--- config.mk ---
export PLATFORM = sky130hd
export DESIGN_NAME = final_sprite_layer
export DESIGN_NICKNAME = d
export VERILOG_FILES = /design/src/rtl/final_sprite_layer.sv
export SDC_FILE = /design/constraint.sdc
export NUM_CORES = 1
export LEC_CHECK = 0
export ABC_AREA = 1
export CAP_MARGIN = 20
export CORE_UTILIZATION = 35
export DETAILED_ROUTE_END_ITERATION = 16
export SYNTH_ARGS = -nofsm -noshare
export SYNTH_HDL_FRONTEND = slang
export SYNTH_SLANG_ARGS = --single-unit
--- constraint.sdc ---
create_clock -name vga_clk -period 3 [get_ports vga_clk]
set_clock_uncertainty 0.1 [all_clocks]
set_input_delay 0.3 -clock vga_clk [delete_from_list [all_inputs] [get_ports vga_clk]]
set_output_delay 0.3 -clock vga_clk [all_outputs]
set_load 0.005 [all_outputs]
--- src/rtl/final_sprite_layer.sv ---
// rtl/final_sprite_layer.sv - scaled, animated palette sprite overlay on the VGA beam
// SPRITE_MIRROR_EN adds a frame-shadowed horizontal mirror input.
module final_sprite_layer #(
  parameter int IMG_W       = 32,
  parameter int IMG_H       = 32,
  parameter int FRAMES      = 4,
  parameter int SCALE_SHIFT = 1,
  parameter int ROM_LATENCY = 1,
  parameter int IDX_W       = 3,
  parameter int TRANSP_IDX  = 0,
  parameter int ANIM_DIV    = 8,
  localparam int ADDR_W     = $clog2(FRAMES * IMG_W * IMG_H)
) (
  input  logic              vga_clk,
  input  logic              reset_n,
  input  logic [9:0]        DrawX,
  input  logic [9:0]        DrawY,
  input  logic              blank,
  input  logic              frame_start,
  input  logic [9:0]        pos_x,
  input  logic [9:0]        pos_y,
  input  logic              anim_en,
`ifdef SPRITE_MIRROR_EN
  input  logic              mirror,
`endif
  input  logic [3:0]        bg_red,
  input  logic [3:0]        bg_green,
  input  logic [3:0]        bg_blue,
  output logic [ADDR_W-1:0] rom_address,
  input  logic [IDX_W-1:0]  rom_q,
  output logic [IDX_W-1:0]  pal_index,
  input  logic [11:0]       pal_rgb,
  output logic [3:0]        red,
  output logic [3:0]        green,
  output logic [3:0]        blue,
  output logic              hit
);

  localparam int DEPTH = ROM_LATENCY + 1;
  localparam int DIV_W = (ANIM_DIV > 1) ? $clog2(ANIM_DIV) : 1;
  localparam int FRM_W = (FRAMES > 1) ? $clog2(FRAMES) : 1;
  localparam logic [10:0] BOX_W = 11'(IMG_W << SCALE_SHIFT);
  localparam logic [10:0] BOX_H = 11'(IMG_H << SCALE_SHIFT);

  logic [9:0]       sh_x, sh_y;
  logic             sh_anim;
  logic [DIV_W-1:0] div_cnt;
  logic [FRM_W-1:0] frame;
`ifdef SPRITE_MIRROR_EN
  logic             sh_mirror;
`endif

  // Divider/frame advance on the anim_en shadowed by the previous frame_start.
  always_ff @(posedge vga_clk or negedge reset_n) begin
    if (!reset_n) begin
      sh_x    <= '0;
      sh_y    <= '0;
      sh_anim <= 1'b0;
      div_cnt <= '0;
      frame   <= '0;
`ifdef SPRITE_MIRROR_EN
      sh_mirror <= 1'b0;
`endif
    end else if (frame_start) begin
      sh_x    <= pos_x;
      sh_y    <= pos_y;
      sh_anim <= anim_en;
`ifdef SPRITE_MIRROR_EN
      sh_mirror <= mirror;
`endif
      if (sh_anim) begin
        if (div_cnt == DIV_W'(ANIM_DIV - 1)) begin
          div_cnt <= '0;
          frame   <= (frame == FRM_W'(FRAMES - 1)) ? '0 : frame + 1'b1;
        end else begin
          div_cnt <= div_cnt + 1'b1;
        end
      end
    end
  end

  logic [10:0]       dx, dy, tx_raw, tx, ty;
  logic              in_box;
  logic [ADDR_W-1:0] addr_next;

  assign dx = {1'b0, DrawX} - {1'b0, sh_x};
  assign dy = {1'b0, DrawY} - {1'b0, sh_y};
  // Visible-area bounds clip sprites hanging off the right/bottom edge.
  assign in_box = !dx[10] && !dy[10] && (dx < BOX_W) && (dy < BOX_H) &&
                  (DrawX < 10'd640) && (DrawY < 10'd480);
  assign tx_raw = dx >> SCALE_SHIFT;
  assign ty     = dy >> SCALE_SHIFT;
`ifdef SPRITE_MIRROR_EN
  assign tx = sh_mirror ? (11'(IMG_W - 1) - tx_raw) : tx_raw;
`else
  assign tx = tx_raw;
`endif
  assign addr_next = ADDR_W'(frame) * ADDR_W'(IMG_W * IMG_H) +
                     ADDR_W'(ty) * ADDR_W'(IMG_W) + ADDR_W'(tx);

  logic [DEPTH-1:0] box_p, blank_p;
  logic [11:0]      bg_p [DEPTH];

  always_ff @(posedge vga_clk or negedge reset_n) begin
    if (!reset_n) begin
      rom_address <= '0;
      box_p       <= '0;
      blank_p     <= '0;
      for (int i = 0; i < DEPTH; i++) bg_p[i] <= '0;
    end else begin
      rom_address <= in_box ? addr_next : '0;
      box_p[0]    <= in_box;
      blank_p[0]  <= blank;
      bg_p[0]     <= {bg_red, bg_green, bg_blue};
      for (int i = 1; i < DEPTH; i++) begin
        box_p[i]   <= box_p[i-1];
        blank_p[i] <= blank_p[i-1];
        bg_p[i]    <= bg_p[i-1];
      end
    end
  end

  assign pal_index = rom_q;

  always_ff @(posedge vga_clk or negedge reset_n) begin
    if (!reset_n) begin
      {red, green, blue} <= '0;
      hit                <= 1'b0;
    end else if (!blank_p[DEPTH-1]) begin
      {red, green, blue} <= '0;
      hit                <= 1'b0;
    end else if (box_p[DEPTH-1] && (rom_q != IDX_W'(TRANSP_IDX))) begin
      {red, green, blue} <= pal_rgb;
      hit                <= 1'b1;
    end else begin
      {red, green, blue} <= bg_p[DEPTH-1];
      hit                <= 1'b0;
    end
  end

endmodule

==> metrics.txt <==
area of the multi-input gates 0.00168 mm2; synthesized cell area 0.00396 mm2; async set or reset register ratio after synthesis 1.00; Peak VDD IR 260 uV; Hold Vio Cnt, Final 0; TritonCTS Buffers 9; clk sink count 79; period utilisation layout 0.896; die span in y 108 um; clk_lat worst skew 0.34 ns; syn avg cell area 8.71 um2; vias in the first global route 3,260; register-to-register setup slack 0.33 ns; share of cells above drive strength 1 0.0736; Critical Path Fanout Max 5; max-cap viol count 0; post-CTS resize count 0; CTS tree yes; sequential cell area 0.00198 mm2; iteration count of the initial detailed-routing pass 4; reg2reg start sh_x[2]$_DFFE_PN0P_; unrepaired setup endpoints after global routing no; Core Rows 38; max-slew violations 0; global route overflow 0; worst setup path start DrawX[2]; CTS H-tree lvls 3; crit path DAT 2.84 ns; Sum Neg Setup Slack 0 ns; syn nets 556; commonest non-fill, non-tap cells in the layout clkdlybuf4s50_1 (98), nand2_1 (93), dfrtp_1 (79), inv_1 (66), nor2_1 (56); reg2reg end rom_address[10]$_DFF_PN0_; WP data required 3.15 ns; dpl cell area 0.00517 mm2; Area growth, synth to finish 38.1%; GR Util All Layers 0.158; Clk Tree Root Cell clkbuf_16; outcome complete, no violations; clk buf depth 2; die width 108 um; Fillers 1,063; vias 3,199; register bit count reported by yosys 79; IO Count 100; clk slew on worst S/H paths 0.06 ns; vias per std cell 4.50; total power 3.15 mW; global-route wire length before repair 14,400 um; ANT nets after route 0; synthesized instance count 455; Primary FF master, synth dfrtp_1; initial antenna violation count 0; Die Area 0.0118 mm2; Nets 668; Min-Delay Path Class in -> async; initial core utilization 0.362; Initial DRC Count 134; ant diodes 0; Leak 2.71 nW; # setup viols final 0; yosys warns 0; Post-DP HPWL 6530 um; DR WL/cell 11.9 um; final wirelength 8470 um; core area 0.0109 mm2; Port-buffer cells 99; Fmax 372 MHz; Worst setup SP type input port; # hold bufs at CTS 0; Slew headroom 0.360; fin area 0.00547 mm2; gpl congestion 0.793; most common cell after layout, fill and taps aside clkdlybuf4s50_1; PD cells 575 mW/mm2; Post-synth EDFFs 0; R2R depth 17; pin count of the biggest net entering global routing 80; sequential fraction of the synthesis area 0.499; Residual DRC 0; WS Path Type in -> reg; post-CTS setup buffer count 0; Tmin final 2.69 ns; Worst Max-Slew Pin Slew 0.960 ns; crit path capture type flop; Cell variety after synth 32
[how the worst max path moves through the flow]
stage,to,slack (ns)
3_3_place_gp,rom_address[10]$_DFF_PN0_,-0.006
5_1_grt,rom_address[10]$_DFF_PN0_,0.04
6_report,rom_address[10]$_DFF_PN0_,0.31
4_1_cts,rom_address[10]$_DFF_PN0_,0.33
2_1_floorplan,rom_address[11]$_DFF_PN0_,0.46
3_5_place_dp,rom_address[11]$_DFF_PN0_,-0.007
[critical path, cell delays in order]
cell	delay [ns]
clkdlybuf4s50_1	0.41
ha_1	0.39
a21oi_1	0.25
o21ai_2	0.11
nand2_1	0.09
nand2_2	0.07
xor2_2	0.14
inv_1	0.06
ha_1	0.29
a21o_1	0.18
nand2_1	0.08
nand2_1	0.05
nand2_1	0.07
nand3_1	0.10
nand3_1	0.09
nand2_1	0.06
nor2_1	0.11
[layout make-up]
class | instances | area share
clock inverters | 5 | 0.0119
clock buffers | 10 | 0.0437
multi-input cells | 299 | 0.308
well taps | 140 | 0.0320
inverters | 67 | 0.0464
repair buffers | 111 | 0.197
flip-flops and latches | 79 | 0.361
[Yosys cell counts (3+ instances only)]
cell type | number | share of area
fa_1 | 3 | 0.015
buf_4 | 3 | 0.0057
nor2_1 | 56 | 0.053
nand2_2 | 4 | 0.0063
a21oi_1 | 17 | 0.021
xor2_1 | 9 | 0.020
clkbuf_1 | 6 | 0.0057
o21ai_0 | 38 | 0.048
nand4_1 | 5 | 0.0079
ha_1 | 26 | 0.082
dfrtp_1 | 79 | 0.50
nand2_1 | 93 | 0.088
inv_1 | 66 | 0.063
nand3_1 | 26 | 0.033
[cells by family (layout without fill, tap and decap cells)]
| kind of cell | Yosys count | after routing | synth area share |
|---|---|---|---|
| buffers and inverters | 77 | 193 | 0.0764 |
| muxes | 2 | 2 | 0.00568 |
| AOI/OAI and AO/OA | 66 | 66 | 0.0903 |
| and+or+nand+nor | 189 | 189 | 0.199 |
| DFF | 79 | 79 | 0.499 |
| adders and majority gates | 29 | 29 | 0.0973 |
| xor gates and xnor gates | 13 | 13 | 0.0325 |
[layer usage]
metal,up-vias,global-route usage,wire length (um)
met5,-,0,0
met4,0,0.0695,148
met3,12,0.0271,453
met2,94,0.262,3790
met1,1432,0.202,4070
li1,1661,-,-
[flip-flops by register name, indices dropped and copies added (netlist names)]
| name | cells |
|---|---|
| bg_p | 24 |
| rom_address | 12 |
| sh_x | 10 |
| sh_y | 10 |
| blue | 4 |
| green | 4 |
| red | 4 |
| div_cnt | 3 |
| blank_p | 2 |
| box_p | 2 |
| frame | 2 |
| hit | 1 |
| sh_anim | 1 |
[where the power goes]
group,internal [mW],leakage (nW),total (mW),switching [mW]
clock network,0.671,0.150,1.12,0.448
logic,0.382,1.58,0.846,0.463
registers,1.15,0.981,1.18,0.0361
total,2.20,2.71,3.15,0.947
[metrics by stage]
| step | cells | util | worst slack, ns | hold WS [ns] |
|---|---|---|---|---|
| 2_1_floorplan | 455 | - | 0.460 | -0.0956 |
| 3_3_place_gp | 696 | 0.473 | -0.00599 | 0.232 |
| 3_5_place_dp | 696 | 0.473 | -0.00711 | 0.236 |
| 4_1_cts | 711 | 0.500 | 0.331 | 0.0625 |
| 5_1_grt | 711 | 0.500 | 0.0360 | 0.112 |
| 6_report | 711 | 0.500 | 0.311 | 0.0182 |
(Power assumes the default switching activity.)
==> edit 1 (config.mk and constraints unchanged) <==
Build with the macro `SPRITE_MIRROR_EN` defined.
--- a/src/rtl/final_sprite_layer.sv
+++ b/src/rtl/final_sprite_layer.sv
@@ -2,2 +2,4 @@
 // SPRITE_MIRROR_EN adds a frame-shadowed horizontal mirror input.
+`define SPRITE_MIRROR_EN
+
 module final_sprite_layer #(
Interface: changed (added mirror); port bits go from 100 to 101. No check against the original RTL was run, so the function may have changed too.
==> edit 1 against the unedited design <==
The flow now finishes with violations (negative setup slack). Final cell count grew 13%. Routed wire length grew 15%. Setup slack lost 550 ps. Area after synthesis grew 7.6%. Sequential cell count grew 1. Power grew 24%. Combinational power grew 88%. Cell area grew 19%. Maximum frequency shrank 17%. Critical path type is now reg2reg. Critical endpoint unchanged. Highest routed layer unchanged.
==> edit 1: results (changes against the unedited design) <==
route:
  met3_wirelength_from_detailed_routing_um: 382  # -16%
  finalWirelength_um: 9700  # +15%
  iteration_0_drc_count_of_the_detailed_router: 150  # +12%
  detail_route.wirelength.met1_um: 4520  # +11%
  routed-wl-met2_um: 4620  # +22%
pwr:
  swShare: 0.317  # +0.0160
  worst_ir_drop_vdd_v: 0.000241  # -7.3%
  comb_cell_power_uw: 1590  # +88%
  power-per-cell-area_nw_per_um2: 601  # +4.4%
  power.leakage_uw: 0.00315  # +16%
grt:
  grt_pass1_wl_um: 15700  # +9.0%
  globalRouteMet3Util: 0.0313  # +0.00419
  grt_start_max_net_pins: 81  # +1.3%
  use_met1: 0.202  # about the same
  first_global_vias: 3521  # +8.0%
outcome:
  failed_checks: "negative setup slack"
  outcome: "finished, violations left"
timing:
  finalWorstSetupSlack_ps: -240  # -551 ps
  final_setup_fails: 4  # +4
  hold_ws_ps: 216  # +198 ps
  aggregate_negative_setup_slack_ps: -638  # -638 ps
  tightest_slew_ps: 484  # -476 ps
placed_design:
  placedCellCount: 774  # +11%
  port_buffers: 100  # +1.0%
  half_perimeter_wire_length_of_the_detailed_placement_result_um: 6900  # +5.6%
  place_congestion: 0.840  # +6.0%
  place_worst_setup_slack_ps: -637  # -630 ps
yosys:
  synth_area_leaders: "sky130_fd_sc_hd__dfrtp_1 (47%), sky130_fd_sc_hd__nand2_1 (10%), sky130_fd_sc_hd__ha_1 (9.4%), sky130_fd_sc_hd__inv_1 (6.3%), sky130_fd_sc_hd__o21ai_0 (4.2%)"
  syn_nets: 601  # +8.1%
  yosysUniqueCellTypes: 30  # -6.3%
  synth.top_cells.by_count: "sky130_fd_sc_hd__nand2_1 (115), sky130_fd_sc_hd__dfrtp_1 (80), sky130_fd_sc_hd__inv_1 (72), sky130_fd_sc_hd__nor2_1 (44), sky130_fd_sc_hd__o21ai_0 (36)"
  post_syn_instances: 492  # +8.1%
  synth_sequential_area_ratio: 0.469  # -0.0295
  compound_gate_fraction_of_synth_area: 0.0645  # -0.0258
  portion_of_netlist_area_occupied_by_mux_cells: 0.0106  # +0.00488
layout:
  drive_above_1_share: 0.262  # +0.188
  finalNetCount: 761  # +14%
clock_network:
  cts_post_setup_buffers_inserted: 3  # +3
  total_of_cells_resized_after_clock_tree_synthesis: 24  # +24
[edit 1: final timing paths]
check	from	endpoint	cells past startpoint
worst max-delay path	sh_x[2]	rom_address[10]	21
worst min-delay path	reset_n	bg_p[0]	2
worst max register to register	sh_x[2]	rom_address[10]	21
worst min register to register	bg_p[17]	bg_p[5]	0
max in group asynchronous	reset_n	sh_x[6]	3
min in group vga_clk	bg_p[17]	bg_p[5]	0
[edit 1: area by class of cell]
class                           instances  area (um^2)
Clock buffer                           11          243
Clock inverter                          5         56.3
Fill cell                            1076         5170
Inverter                               76          285
Multi-Input combinational cell        323         2250
Sequential cell                        80         2000
Tap cell                              143          179
Timing Repair Buffer                  162         1480
[edit 1: worst max-delay path, cell delays in order (launching register included)]
cell	delay (ps)
sky130_fd_sc_hd__dfrtp_1	340
sky130_fd_sc_hd__inv_2	50
sky130_fd_sc_hd__ha_4	290
sky130_fd_sc_hd__nand2_1	50
sky130_fd_sc_hd__nand2_1	90
sky130_fd_sc_hd__inv_2	40
sky130_fd_sc_hd__nand2_2	70
sky130_fd_sc_hd__nand2_2	60
sky130_fd_sc_hd__nand3b_1	130
sky130_fd_sc_hd__nand2_4	60
sky130_fd_sc_hd__ha_1	200
sky130_fd_sc_hd__or2_4	270
sky130_fd_sc_hd__nand3b_1	100
sky130_fd_sc_hd__nand2_2	70
sky130_fd_sc_hd__ha_4	270
sky130_fd_sc_hd__ha_4	200
sky130_fd_sc_hd__buf_4	130
sky130_fd_sc_hd__nand2_1	60
sky130_fd_sc_hd__nor2_2	50
sky130_fd_sc_hd__a211oi_2	230
sky130_fd_sc_hd__xor2_1	190
sky130_fd_sc_hd__nor2_2	50
==> edit 2 (same settings) <==
Made on the original files. Remove the register `rom_address`: a continuous assignment takes its place, so the output `rom_address` follows one clock earlier.
--- a/src/rtl/final_sprite_layer.sv
+++ b/src/rtl/final_sprite_layer.sv
@@ -105,3 +105,2 @@
     if (!reset_n) begin
-      rom_address <= '0;
       box_p       <= '0;
@@ -110,3 +109,2 @@
     end else begin
-      rom_address <= in_box ? addr_next : '0;
       box_p[0]    <= in_box;
@@ -121,2 +119,4 @@
   end
+
+  assign rom_address = in_box ? addr_next : '0;
 
Function: changed (a bounded check fails within 4 cycles, from zero or initial values and one cycle with reset_n low).
==> edit 2 against the unedited design <==
The run now ends with negative setup slack left. Clock power down 34%. Cell area up 7.4%. Area after synthesis shrank 7.6%. Register-to-register slack improved by 310 ps. Sequential cell count shrank 12. Synthesized cell count fell by 2.6%. Power down 4.9%. Setup slack worse by 530 ps. Routed wire length grew 19%.
==> edit 2: results (changes against the unedited design) <==
outcome:
  outcome: "finished, violations left"
  failed_checks: "negative setup slack"
yosys:
  synth_area_leaders: "sky130_fd_sc_hd__dfrtp_1 (46%), sky130_fd_sc_hd__nand2_1 (9.5%), sky130_fd_sc_hd__ha_1 (8.9%), sky130_fd_sc_hd__inv_1 (6.8%), sky130_fd_sc_hd__nor2_1 (5.7%)"
  synth_sequential_area_ratio: 0.458  # -0.0411
  yosys.area_share.adder: 0.105  # +0.00797
  post_synth.cell_area_avg_um2: 8.27  # -5.1%
  synth.top_cells.by_count: "sky130_fd_sc_hd__nand2_1 (93), sky130_fd_sc_hd__dfrtp_1 (67), sky130_fd_sc_hd__inv_1 (66), sky130_fd_sc_hd__nor2_1 (56), sky130_fd_sc_hd__o21ai_0 (38)"
  compound_gate_fraction_of_synth_area: 0.0977  # +0.00740
  synth-xor-area-share: 0.0352  # +0.00267
  ys_warn_count: 0  # unchanged
  portion_of_netlist_area_occupied_by_mux_cells: 0.00615  # +0.000466
  syn_nets: 544  # -2.2%
clock_network:
  cts_root_buf: "sky130_fd_sc_hd__clkbuf_8"
  clock_path_buffers: 2  # unchanged
  total_of_cells_resized_after_clock_tree_synthesis: 100  # +100
  path_clk_slew_ps: 80  # +20 ps
  cts_post_setup_buffers_inserted: 13  # +13
  cts_hold_repair.buffers: 1  # +1
grt:
  grt_util_all_layers: 0.184  # +0.0261
  grt_start_max_net_pins: 41  # -49%
  first_global_vias: 3462  # +6.2%
  use_met1: 0.226  # +0.0236
  grt_pass1_wl_um: 15900  # +11%
  globalRouteMet3Util: 0.0351  # +0.00796
  grtUsageMet2: 0.328  # +0.0665
route:
  detail_route.wl_per_cell_um: 13.3  # +12%
  iteration_0_drc_count_of_the_detailed_router: 73  # -46%
  met3_wirelength_from_detailed_routing_um: 329  # -27%
  detail_route.wirelength.met1_um: 4300  # +5.6%
  routed-wl-met2_um: 5290  # +39%
  route.vias.total: 3414  # +6.7%
timing:
  final_setup_fails: 8  # +8
  hold_ws_ps: 242  # +224 ps
  finalWorstSetupSlack_ps: -221  # -532 ps
  relSlewSlack: 0.469  # +0.110
  final_period_minus_worst_setup_slack_ps: 3220  # +532 ps
critical_path:
  ff2ff_path_depth: 16  # -1
  critical-path-max-stage-delay_ps: 460  # +50 ps
  crit-reg2reg-capture: "box_p[0]"
  timing.critical_path.arrival_ps: 2820  # -20 ps
  critPathLaunch: "DrawX[3]"
  r2r_slack_ps: 640  # +310 ps
  crit_end: "rom_address[10]"
  critical_path.max_fanout: 3  # -2
layout:
  drive_above_1_share: 0.295  # +0.221
  finalNetCount: 720  # +7.8%
  leading_registers_by_flop_count: "bg_p x24, sh_x x10, sh_y x10"
  post_layout_nonfiller_instances: 757  # +6.5%
hold_path:
  worst_hold_path_type: "reg2reg"
pwr:
  power.leakage_uw: 0.00291  # +7.3%
  worst_ir_drop_vdd_v: 0.000214  # -17%
placed_design:
  place_congestion: 0.868  # +9.5%
  half_perimeter_wire_length_of_the_detailed_placement_result_um: 7290  # +12%
  placedCellCount: 728  # +4.6%
-- edit 2: cell count changes after synthesis --
cell and delta:
sky130_fd_sc_hd__dfrtp_1 -12
-- edit 2: power breakdown --
part           total [uW]  internal [uW]  leakage (uW)  switching (uW)
Clock                 741            389      0.000104             352
Combinational        1220            611       0.00199             613
Sequential           1030            984      0.000813            44.0
-- edit 2: through the flow --
| stage | power [uW] | setup WS (ps) | util | TNS (ps) |
|---|---|---|---|---|
| finish | 2990 | -221 | 0.590 | -595 |
| global route | 3210 | -385 | 0.590 | -2520 |
| global placement | 2020 | -697 | 0.528 | -6780 |
| floorplan | 1590 | 243 | - | 0 |
| detailed placement | 2040 | -734 | 0.528 | -7060 |
| CTS | 2940 | -226 | 0.572 | -2090 |
-- edit 2: area by class of cell --
cell class,instances,area (um^2)
fillers,896,4080
multi-input cells,299,2040
flip-flops and latches,67,1680
repair buffers,174,1530
inverters,67,259
well taps,133,166
clock buffers,9,124
clock inverters,7,75.1
repair inverters,1,7.51
